==> src/rtl/sn74hc595_seg8_pkg.sv <==
`timescale 1ns/1ps
`default_nettype none
// ============================================================================
//  Package     : sn74hc595_seg8_pkg
//  Description : Shared constants for the 74HC595 trio segment receiver.
//                Holds the frame/byte widths, the segment bit positions
//                and the hex glyph table, with index 0 in the LSB slot.
//  Revision    : 1.0  initial release
// ============================================================================
package sn74hc595_seg8_pkg;

    localparam int FRAME_BITS = 24;
    localparam int SEG_W      = 8;

    // Segment bit positions, byte order {dp,g,f,e,d,c,b,a}
    localparam int SEG_A  = 0;
    localparam int SEG_B  = 1;
    localparam int SEG_C  = 2;
    localparam int SEG_D  = 3;
    localparam int SEG_E  = 4;
    localparam int SEG_F  = 5;
    localparam int SEG_G  = 6;
    localparam int SEG_DP = 7;

    // Active-high glyphs for 0..F; entry i is GLYPH_TABLE[i]
    localparam logic [15:0][6:0] GLYPH_TABLE = {
        7'h71, 7'h79, 7'h5E, 7'h39, 7'h7C, 7'h77, 7'h6F, 7'h7F,
        7'h07, 7'h7D, 7'h6D, 7'h66, 7'h4F, 7'h5B, 7'h06, 7'h3F
    };

endpackage : sn74hc595_seg8_pkg
`default_nettype wire

==> src/rtl/seg8_glyph_decoder.sv <==
`timescale 1ns/1ps
`default_nettype none
// ============================================================================
//  Module      : seg8_glyph_decoder
//  Description : Combinational 7-segment pattern to hex digit decoder.
//                The dp bit is ignored. Patterns matching no glyph give
//                digit 0 with ok low.
//  Ports       : seg_i   [7:0] active-high pattern {dp,g,f,e,d,c,b,a}
//                digit_o [3:0] decoded hex value
//                ok_o          pattern matched a glyph
//  Revision    : 1.0  initial release
// ============================================================================
module seg8_glyph_decoder
    import sn74hc595_seg8_pkg::*;
(
    input  logic [SEG_W-1:0] seg_i,
    output logic [3:0]       digit_o,
    output logic             ok_o
);

    always_comb begin
        digit_o = 4'd0;
        ok_o    = 1'b0;
        for (int i = 0; i < 16; i++) begin
            if (seg_i[SEG_G:SEG_A] == GLYPH_TABLE[i[3:0]]) begin
                digit_o = i[3:0];
                ok_o    = 1'b1;
            end
        end
    end

endmodule : seg8_glyph_decoder
`default_nettype wire

==> src/rtl/sn74hc595_trio_seg8_receiver.sv <==
`timescale 1ns/1ps
`default_nettype none
// ============================================================================
//  Module      : sn74hc595_trio_seg8_receiver
//  Description : Emulates a cascade of three 74HC595s driven by asynchronous
//                clk_serial/data/load pins, and decodes the latched bytes
//                back to hex digits.
//  Ports       : clk, rst             system clock, async active-high reset
//                clk_serial,data,load asynchronous driver pins
//                seg0..seg2    [7:0]  latched patterns, active-high
//                digit0..digit2[3:0]  decoded hex values
//                digit_ok      [2:0]  per-digit glyph match
//                frame_valid          1-cycle pulse, latch after 24 bits
//                frame_err            1-cycle pulse, latch with other count
//  Revision    : 1.0  initial release
// ============================================================================
module sn74hc595_trio_seg8_receiver
    import sn74hc595_seg8_pkg::*;
#(
    parameter bit COMMON_ANODE = 1'b0
) (
    input  logic             clk,
    input  logic             rst,
    input  logic             clk_serial,
    input  logic             data,
    input  logic             load,
    output logic [SEG_W-1:0] seg0,
    output logic [SEG_W-1:0] seg1,
    output logic [SEG_W-1:0] seg2,
    output logic [3:0]       digit0,
    output logic [3:0]       digit1,
    output logic [3:0]       digit2,
    output logic [2:0]       digit_ok,
    output logic             frame_valid,
    output logic             frame_err
);

    localparam logic [4:0] CNT_FULL = 5'(FRAME_BITS);
    localparam logic [4:0] CNT_SAT  = 5'(FRAME_BITS + 1);

    // Lane order in the synchronizer vectors: 0 clk_serial, 1 data, 2 load
    logic [2:0]            sync1_q, sync2_q, prev_q;
    logic [FRAME_BITS-1:0] sr_q, sr_d;
    logic [4:0]            cnt_q, cnt_d, cnt_shifted;
    logic [2:0][SEG_W-1:0] seg_q;
    logic [2:0][3:0]       digit_q;
    logic [2:0]            ok_q;
    logic                  valid_q, err_q;

    logic                  shift_edge, load_edge;
    logic [2:0][SEG_W-1:0] byte_d;
    logic [2:0][3:0]       dec_digit;
    logic [2:0]            dec_ok;

    assign shift_edge = sync2_q[0] & ~prev_q[0];
    assign load_edge  = sync2_q[2] & ~prev_q[2];

    // Shift is applied before a coincident latch, so the latch sees the
    // post-shift register and the post-shift count.
    always_comb begin
        sr_d        = sr_q;
        cnt_shifted = cnt_q;
        if (shift_edge) begin
            sr_d = {sr_q[FRAME_BITS-2:0], sync2_q[1]};
            if (cnt_q != CNT_SAT) begin
                cnt_shifted = cnt_q + 5'd1;
            end
        end
        cnt_d = load_edge ? 5'd0 : cnt_shifted;
    end

    genvar gi;
    generate
        for (gi = 0; gi < 3; gi++) begin : g_dec
            assign byte_d[gi] = sr_d[gi*SEG_W +: SEG_W] ^ {SEG_W{COMMON_ANODE}};
            seg8_glyph_decoder u_dec (
                .seg_i   (byte_d[gi]),
                .digit_o (dec_digit[gi]),
                .ok_o    (dec_ok[gi])
            );
        end
    endgenerate

    always_ff @(posedge clk or posedge rst) begin
        if (rst) begin
            sync1_q <= '0;
            sync2_q <= '0;
            prev_q  <= '0;
            sr_q    <= '0;
            cnt_q   <= '0;
            seg_q   <= '0;
            digit_q <= '0;
            ok_q    <= '0;
            valid_q <= 1'b0;
            err_q   <= 1'b0;
        end else begin
            sync1_q <= {load, data, clk_serial};
            sync2_q <= sync1_q;
            prev_q  <= sync2_q;
            sr_q    <= sr_d;
            cnt_q   <= cnt_d;
            valid_q <= load_edge && (cnt_shifted == CNT_FULL);
            err_q   <= load_edge && (cnt_shifted != CNT_FULL);
            if (load_edge) begin
                seg_q   <= byte_d;
                digit_q <= dec_digit;
                ok_q    <= dec_ok;
            end
        end
    end

    assign seg0        = seg_q[0];
    assign seg1        = seg_q[1];
    assign seg2        = seg_q[2];
    assign digit0      = digit_q[0];
    assign digit1      = digit_q[1];
    assign digit2      = digit_q[2];
    assign digit_ok    = ok_q;
    assign frame_valid = valid_q;
    assign frame_err   = err_q;

endmodule : sn74hc595_trio_seg8_receiver
`default_nettype wire

==> config.mk <==
export PLATFORM = sky130hd
export DESIGN_NAME = sn74hc595_trio_seg8_receiver
export DESIGN_NICKNAME = d
export VERILOG_FILES = /design/src/rtl/sn74hc595_seg8_pkg.sv /design/src/rtl/seg8_glyph_decoder.sv /design/src/rtl/sn74hc595_trio_seg8_receiver.sv
export SDC_FILE = /design/constraint.sdc
export NUM_CORES = 1
export LEC_CHECK = 0
export CORE_MARGIN = 5
export CORE_UTILIZATION = 57
export DETAILED_ROUTE_END_ITERATION = 8
export GPL_ROUTABILITY_DRIVEN = 1
export PLACE_DENSITY_LB_ADDON = 0.1
export SKIP_LAST_GASP = 1
export SYNTH_ARGS = -nofsm -noshare
export SYNTH_HDL_FRONTEND = slang
export SYNTH_SLANG_ARGS = --single-unit
export TNS_END_PERCENT = 5
==> constraint.sdc <==
create_clock -name clk -period 2.45 [get_ports clk]
set_input_delay 0.245 -clock clk [delete_from_list [all_inputs] [get_ports clk]]
set_output_delay 0.245 -clock clk [all_outputs]
set_load 0.05 [all_outputs]
# Yosys cells after proc, flatten, opt, wreduce, memory -nomap -nowiden
# Index checks and enable logic that the tools add are counted.
[word_totals]
ff_bits = 79
latch_bits = 0
ramBits = 0
rom_bits = 0
in_bits = 5
output_inout_bits = 41
wordCells = 169
n_memories = 0
[op_classes]
n_addsub = 1
n_mul = 0
div_mod_pow = 0
magnitude_cmp = 0
n_eq_ne = 51
n_shift = 0
n_mux = 97
bitwise_logic = 4
reduce_logical = 2
[op_table]
columns = ["operator", "n"]
rows = [
  ["$eq 7x7->1 const B", 36],
  ["$mux 4", 24],
  ["$mux 1", 51],
  ["$eq 7x3->1 const B", 6],
  ["$eq 7x6->1 const B", 6],
  ["$mux 3", 12],
  ["$mux 24", 1],
  ["$mux 5", 3],
  ["$mux 2", 6],
  ["$ne 5x5->1 const B", 2],
  ["$add 5x1->5 const B", 1],
  ["$eq 5x5->1 const B", 1],
  ["$and 1x1->1", 2],
  ["$logic_and 1x1->1", 2],
  ["$not 1->1", 2],
]

# Longest topological paths before layout
# Gate-level depths: netlist of the first run.
[depth]
depth_word = 20
ltp_mapped = 11
ltp_nobuf = 7

# Cells and area by module
# A second synthesis of the first run with hierarchy kept.
[hier_totals]
hier_cells = 453
area_unflattened_um2 = 4240.3
[by_module_without_submodules]
columns = ["module", "n_inst", "cells_per_inst", "area_per_inst_um2", "seq_area_each_um2"]
rows = [
  ["sn74hc595_trio_seg8_receiver", 1, 270, 2994.1, 1951.9],
  ["seg8_glyph_decoder", 3, 61, 415.4, 0.0],
]

# Worst setup path after synthesis of the first run
# Ideal clock, no wire load.
[synth_timing]
kind = "register to register"
startpoint = "register prev_q[0]"
endpoint = "register ok_q[1], in the netlist digit_ok[1]"
setup_time_ns = 0.126
arrival_time_ns = 1.879
required_ns = 2.324
path_slack_ns = 0.445
path_stages_with_launch = 10
path_buffers = 3
synth_period_minus_slack_ns = 2.005
path_cell_list = "dfrtp_1 -> buf_6 -> nand2b_4 -> buf_6 -> buf_8 -> nand2_1 -> o22ai_1 -> a22o_1 -> a211o_1 -> o32a_1"
[synth_via]
elab_chain_cells = 20
word_cells_on_any_way = 35
cone_classes = "eq/ne (16); mux (17); bitwise (2)"
[synth_lines]
columns = ["item", "line_no", "rtl"]
rows = [
  ["start, declared", "sn74hc595_trio_seg8_receiver.sv:42", "logic [2:0] sync1_q, sync2_q, prev_q;"],
  ["start signal, assigned", "sn74hc595_trio_seg8_receiver.sv:99", "prev_q <= sync2_q;"],
  ["$not 1->1 *", "sn74hc595_trio_seg8_receiver.sv:55", "assign shift_edge = sync2_q[0] & ~prev_q[0];"],
  ["$and 1x1->1 *", "sn74hc595_trio_seg8_receiver.sv:55", ""],
  ["$mux 24 *", "sn74hc595_trio_seg8_receiver.sv:63", "if (shift_edge) begin"],
  ["$eq 7x6->1", "seg8_glyph_decoder.sv:25", "if (seg_i[SEG_G:SEG_A] == GLYPH_TABLE[i[3:0]]) begin"],
  ["$mux 1 (15 in series)", "seg8_glyph_decoder.sv:25", ""],
  ["$mux 1 *", "seg8_glyph_decoder.sv:25", ""],
  ["end signal, assigned", "sn74hc595_trio_seg8_receiver.sv:107", "ok_q <= dec_ok;"],
  ["end, declared", "sn74hc595_trio_seg8_receiver.sv:47", "logic [2:0] ok_q;"],
]
# Every way passes the cells marked *; elsewhere a longest branch is shown, timed or not.
# A chain may end at the register's enable or synchronous reset.

# Worst setup path after layout of the first run
[layout_timing]
startpoint = "register prev_q[0]"
endpoint = "register ok_q[2], in the netlist digit_ok[2]"
# Same word-level chain as after synthesis.

==> run summary, run 1 <==
Row Count - 32
Synthesized instance count - 506
Worst-path clk slew - 0.09 ns
CP Capture Point - digit_ok[2]
R2R Path End - digit_ok[2]
CP bufs+invs - 1
Diode count - 0
Leak pwr - 2.23 nW
Final #Nets - 559
Cells on worst reg2reg path - 7
Slew Viols, Final - 0
TritonCTS clock tree - done
Clk sinks - 78
Yosys cell types - 70
Layout cells sized above 1 - 10.4%
DP Area - 0.00508 mm2
DR DRC count - 0
Worst path cell trace - nand2b_4 > buf_12 > a32oi_1 > o41ai_1 > a311oi_1 > and3_1 > a41oi_1
CTS Hold Buffers Added - 0
R2R setup slack - 0.14 ns
Finished Layout Cells - 659
Final worst-path cycle share - 94.3%
CP max-delay cell - dfrtp_1
Compound-Gate Fraction of Synth Area - 22.8%
Max-cap violations - 0
DIE AREA - 0.00970 mm2
RR Startpoint - prev_q[0]
Via count - 4103
Cell Pwr Density - 729 mW/mm2
Initial Util - 58.1%
Fin. Hold Viols - 0
Uppermost layer routed - met4
Crit. path cell count - 7
All-Layer GR Usage - 23.9%
Clock Latency Late Sink - 0.35 ns
Crit path max fanout - 28
Die span in y - 98.5 um
Post-synth top area share - 43.7%
Total gr overflow - 0
Crit start category - register
RSZ-0062 raised after global routing - false
Initial antenna violation count - 0
Per-cell routed wire length - 17.1 um
Ys flop type - dfrtp_1
Synth Register Bits - 78
Core ar. - 0.00769 mm2
Setup WS pre-CTS - 0.0277 ns
Vias in the first global route - 3802
Most common cell after layout, fill and taps aside - nand2_1
Pwr Total - 3.86 mW
Synthesized cell area - 0.00447 mm2
Io pins - 46
Crit path largest cell delay - 0.44 ns
Final Cell Area - 0.00530 mm2
Xor/xnor share of the synthesized area - 0.392%
Most frequent cells in the layout - nand2_1, dfrtp_1, nor2_1
Port bufs - 45
Critical path type - register to register
Status - finished, final reports clean
Root Driver - clkbuf_8
WL met2 - 5180 um
Initial DRC count - 404
Gpl congestion - 0.959
Mux cell area share after synthesis - 1.63%
First-pass GRT wire length - 18900 um
Area leader, netlist - dfrtp_1
Crit end category - register
Met1 Wirelength - 5030 um
Syn nets - 513
Fill count - 654
Worst rel slew slack - 59.4%
Adder-cell share of the synthesized area - 0.560%
Inserted Clock Buffers - 9
Critical path required time - 2.68 ns
Max VDD drop - 0.000396 V
Clk buf depth - 2
Worst hold path type - input port to async pin
Post-synth EDFFs - 0
Remaining antenna violation count - 0
DRT Pass-1 Iters - 5
Pin count of the biggest net entering global routing - 45
Via density per instance - 6.23
Final WL - 11300 um
Cell count after placement - 643
Min cycle time layout - 2.31 ns
Worst Max-Slew Pin Slew - 0.608 ns
FMAX - 433 MHz
Post-Synth Simple-Gate Area - 24.9%
Top cells by area, synth - dfrtp_1, nand2_1, a31oi_1, nor2_1, o21ai_0
CTS H-tree depth - 3
Origin of the worst setup path - prev_q[0]
DP HPWL - 8170 um
Synth Area per Inst - 8.83 um2
Met3 WL - 862 um
Largest family of logic cells by synthesized area - simple AND/OR/NAND/NOR gates
Final setup TNS - 0 ns
Clk_skew - 0.00716 ns
Die width - 98.5 um
Ys async rst share - 100%
CP Data Arrival Time - 2.53 ns
# setup viols final - 0
Synth warn - 0
Area Overhead vs Synth - 18.6%
Worst path top cell family by delay - compound AO/OA/AOI/OAI gates
PnR worst setup slack - 0.140 ns
Sequential share of the synthesized area - 43.7%
registers in the layout, summed over array words and instances (netlist names):
name	flops
seg1	8
digit0	4
seg2	8
digit2	4
seg0	8
digit_ok	3
prev_q	2
sr_q	24
frame_err	1
cnt_q	5
frame_valid	1
sync2_q	3
sync1_q	3
digit1	4
metal layers:
metal  GRT usage, %  up-vias
li1               -     1938
met1           34.4     1955
met2           36.7      189
met3           4.81       21
met4           6.83        0
met5              0        -
how the worst min path moves through the flow:
| stage | from | slack, ns | end |
|---|---|---|---|
| after floorplan | clk_serial | 0.28 | sync1_q[0] |
| after global placement | sync1_q[1] | 0.33 | sync2_q[1] |
| after detailed placement | sync1_q[2] | 0.34 | sync2_q[2] |
| after CTS | data | 0.31 | sync1_q[1] |
| after global routing | data | 0.31 | sync1_q[1] |
| final | rst | 0.31 | digit_ok[2] |
Yosys cell counts (4+ instances only):
library cell,count
inv_1,19
dfrtp_1,78
nand4_1,5
nor2_1,47
nand2b_1,8
or4_1,4
o21ai_0,20
o22ai_1,8
nand3_1,8
clkbuf_1,22
nand2_1,84
nor4bb_1,6
buf_6,4
buf_2,9
o21a_1,4
nor2b_1,13
nand3b_1,9
nor4b_1,4
a31oi_1,33
nor3_1,6
a21oi_1,17
o32a_1,4
mux2i_1,5
or3_1,7
o211ai_1,4
and3_1,7
stage by stage:
step	utilization [%]	hold WS [ns]
2_1_floorplan	-	0.276
3_3_place_gp	66.1	0.333
3_5_place_dp	66.1	0.336
4_1_cts	68.8	0.312
5_1_grt	68.9	0.312
6_report	68.9	0.312
what timing repair did:
item | CTS | global route
resized for setup | 0 | 1
endpoints found under the hold margin | 0 | 0
setup buffers | 0 | 0
setup endpoints to repair | 0 | 13
cells by family after synthesis:
| kind of cell | count (synthesis) |
|---|---|
| adder cells (fa/ha/maj) | 2 |
| multiplexers | 6 |
| buffers and inverters | 58 |
| AO/OA/AOI/OAI | 139 |
| XOR/XNOR | 2 |
| AND/OR/NAND/NOR | 221 |
| flip-flops | 78 |
final cells by class:
class	instances	area (um2)	share of cell area [%]
clock buffers	10	138	2.60
clock inverters	6	70.1	1.32
inverters	20	76.3	1.44
multi-input cells	370	2260	42.7
flip-flops and latches	78	1950	36.9
well taps	102	128	2.41
repair buffers	73	673	12.7
report_power, final:
| part | total (mW) | internal [mW] | switching (mW) |
|---|---|---|---|
| clock network | 1.01 | 0.504 | 0.511 |
| registers | 1.63 | 1.45 | 0.181 |
| logic | 1.21 | 0.426 | 0.789 |
| total | 3.86 | 2.38 | 1.48 |
worst register-to-register path, stage by stage (launching register included):
cell,delay [ns]
dfrtp_1,0.44
nand2b_4,0.34
buf_12,0.26
a32oi_1,0.36
o41ai_1,0.13
a311oi_1,0.33
and3_1,0.24
a41oi_1,0.10
Note: power is estimated with default switching activity, not from simulation.
==> run 2: changes to the inputs <==
--- a/config.mk
+++ b/config.mk
@@ -6,11 +6,12 @@
 export NUM_CORES = 1
 export LEC_CHECK = 0
 export CORE_MARGIN = 5
-export CORE_UTILIZATION = 57
+export CORE_UTILIZATION = 59
 export DETAILED_ROUTE_END_ITERATION = 8
 export GPL_ROUTABILITY_DRIVEN = 1
 export PLACE_DENSITY_LB_ADDON = 0.1
 export SKIP_LAST_GASP = 1
+export SLEW_MARGIN = 25
 export SYNTH_ARGS = -nofsm -noshare
 export SYNTH_HDL_FRONTEND = slang
 export SYNTH_SLANG_ARGS = --single-unit
==> constraint.sdc (replaced) <==
create_clock -name clk -period 2.8 [get_ports clk]
set_input_delay 0.28 -clock clk [delete_from_list [all_inputs] [get_ports clk]]
set_output_delay 0.28 -clock clk [all_outputs]
set_load 0.05 [all_outputs]
==> run summary, run 2 (synthesized netlist as in run 1, its figures left out) <==
Status - finished, final reports clean
Max VDD drop - 0.000445 V
Slew Viols, Final - 0
Initial antenna violation count - 0
Worst-path clk slew - 0.09 ns
RSZ-0062 raised after global routing - false
Worst Max-Slew Pin Slew - 0.897 ns
Remaining antenna violation count - 0
Post-CTS Setup Inserts - 0
Worst hold path type - input port to async pin
Cell count after placement - 626
Vias in the first global route - 3832
CTS H-tree depth - 3
Min cycle time layout - 2.58 ns
Final Cell Area - 0.00517 mm2
Via count - 4040
Via density per instance - 6.29
Cell Pwr Density - 632 mW/mm2
Crit path max fanout - 14
Core ar. - 0.00733 mm2
DRT Pass-1 Iters - 5
Most frequent cells in the layout - nand2_1, dfrtp_1, nor2_1
Finished Layout Cells - 642
Crit end category - register
DIE AREA - 0.00941 mm2
CP max-delay cell - a2111oi_0
Fin. Hold Viols - 0
All-Layer GR Usage - 24.5%
Diode count - 0
First-pass GRT wire length - 19100 um
Port bufs - 45
Max FFs per register - 24
Initial Util - 60.9%
Clk sinks - 78
Inserted Clock Buffers - 9
Per-cell routed wire length - 17.6 um
FMAX - 388 MHz
# setup viols final - 0
DP HPWL - 8030 um
DP Area - 0.00498 mm2
Total gr overflow - 0
Row Count - 31
Critical path required time - 3.08 ns
Initial DRC count - 288
Final #Nets - 545
Max-cap violations - 0
Leak pwr - 2.15 nW
Crit start category - register
Area Overhead vs Synth - 15.7%
# resized after CTS - 0
Clk_skew - 0.00904 ns
Clock Latency Late Sink - 0.36 ns
Final worst-path cycle share - 92.0%
CTS Hold Buffers Added - 0
Root Driver - clkbuf_8
Final WL - 11300 um
Gpl congestion - 0.986
Io pins - 46
Most common cell after layout, fill and taps aside - nand2_1
Pin count of the biggest net entering global routing - 51
Die span in y - 97 um
Worst path cell trace - nor2b_2 > nand2_1 > a2111oi_0 > a311oi_1 > and3_1 > a41oi_2
Crit path largest cell delay - 0.84 ns
Fill count - 548
Critical path type - register to register
Die width - 97 um
Top reg by flops - sr_q
Clk buf depth - 2
DR DRC count - 0
TritonCTS clock tree - done
Worst rel slew slack - 38.7%
Layout cells sized above 1 - 8.10%
Final setup TNS - 0 ns
CP Data Arrival Time - 2.86 ns
-- run 2: final cells by class --
type                    instances  area [um2]  share of cell area [%]
repair buffers                 59         581                    11.2
clock inverters                 7        57.6                    1.11
multi-input cells             370        2250                    43.6
well taps                      99         124                    2.40
clock buffers                   9         124                    2.40
flip-flops and latches         78        1950                    37.8
inverters                      20        75.1                    1.45
-- run 2: worst paths after layout --
kind	slack, ns	end	cells past startpoint	start
worst max-delay path	0.22	digit_ok[0]	6	sync2_q[0]
worst min register to register	0.36	sync2_q[1]	0	sync1_q[1]
max in group asynchronous	1.81	sync2_q[1]	3	rst
min in group clk	0.36	sync1_q[1]	1	data
worst max register to register	0.22	digit_ok[0]	6	sync2_q[0]
worst min-delay path	0.31	sr_q[23]	2	rst
-- run 2: routing by layer --
metal  wire length [um]  up-vias  GRT usage (%)
li1                   -     1902              -
met1               5050     1908           34.8
met2               5020      202           36.1
met3                937       28           6.47
met4                265        0           8.32
met5                  0        -              0
-- run 2: metrics by stage --
| stage | utilization [%] | setup slack [ns] | total power [mW] | hold slack [ns] |
|---|---|---|---|---|
| 6_report | 70.5 | 0.223 | 3.27 | 0.311 |
| 5_1_grt | 70.5 | 0.0952 | 3.44 | 0.343 |
| 4_1_cts | 70.5 | 0.299 | 3.27 | 0.316 |
| 3_5_place_dp | 68.0 | 0.326 | 2.48 | 0.346 |
| 3_3_place_gp | 68.0 | 0.432 | 2.47 | 0.334 |
| 2_1_floorplan | - | 0.525 | 2.16 | 0.311 |
-- run 2: where the power goes --
group | total (mW) | internal, mW | switching (mW)
registers | 1.45 | 1.27 | 0.178
clock network | 0.799 | 0.334 | 0.465
logic | 1.02 | 0.351 | 0.672
total | 3.27 | 1.95 | 1.31
-- run 2: worst max-delay path, delay by kind of cell (launching register included) --
| family | cells | cell delay [ns] |
|---|---|---|
| simple gates | 3 | 0.91 |
| compound gates | 3 | 1.11 |
| flops | 1 | 0.47 |
==> run 3: changes to the inputs <==
--- a/config.mk
+++ b/config.mk
@@ -9,6 +9,7 @@
 export CORE_UTILIZATION = 59
 export DETAILED_ROUTE_END_ITERATION = 8
 export GPL_ROUTABILITY_DRIVEN = 1
+export HOLD_SLACK_MARGIN = 0.15
 export PLACE_DENSITY_LB_ADDON = 0.1
 export SKIP_LAST_GASP = 1
 export SLEW_MARGIN = 25
==> results of run 3 <==
No change in the layout: final DEF, timing and power equal those of run 2.
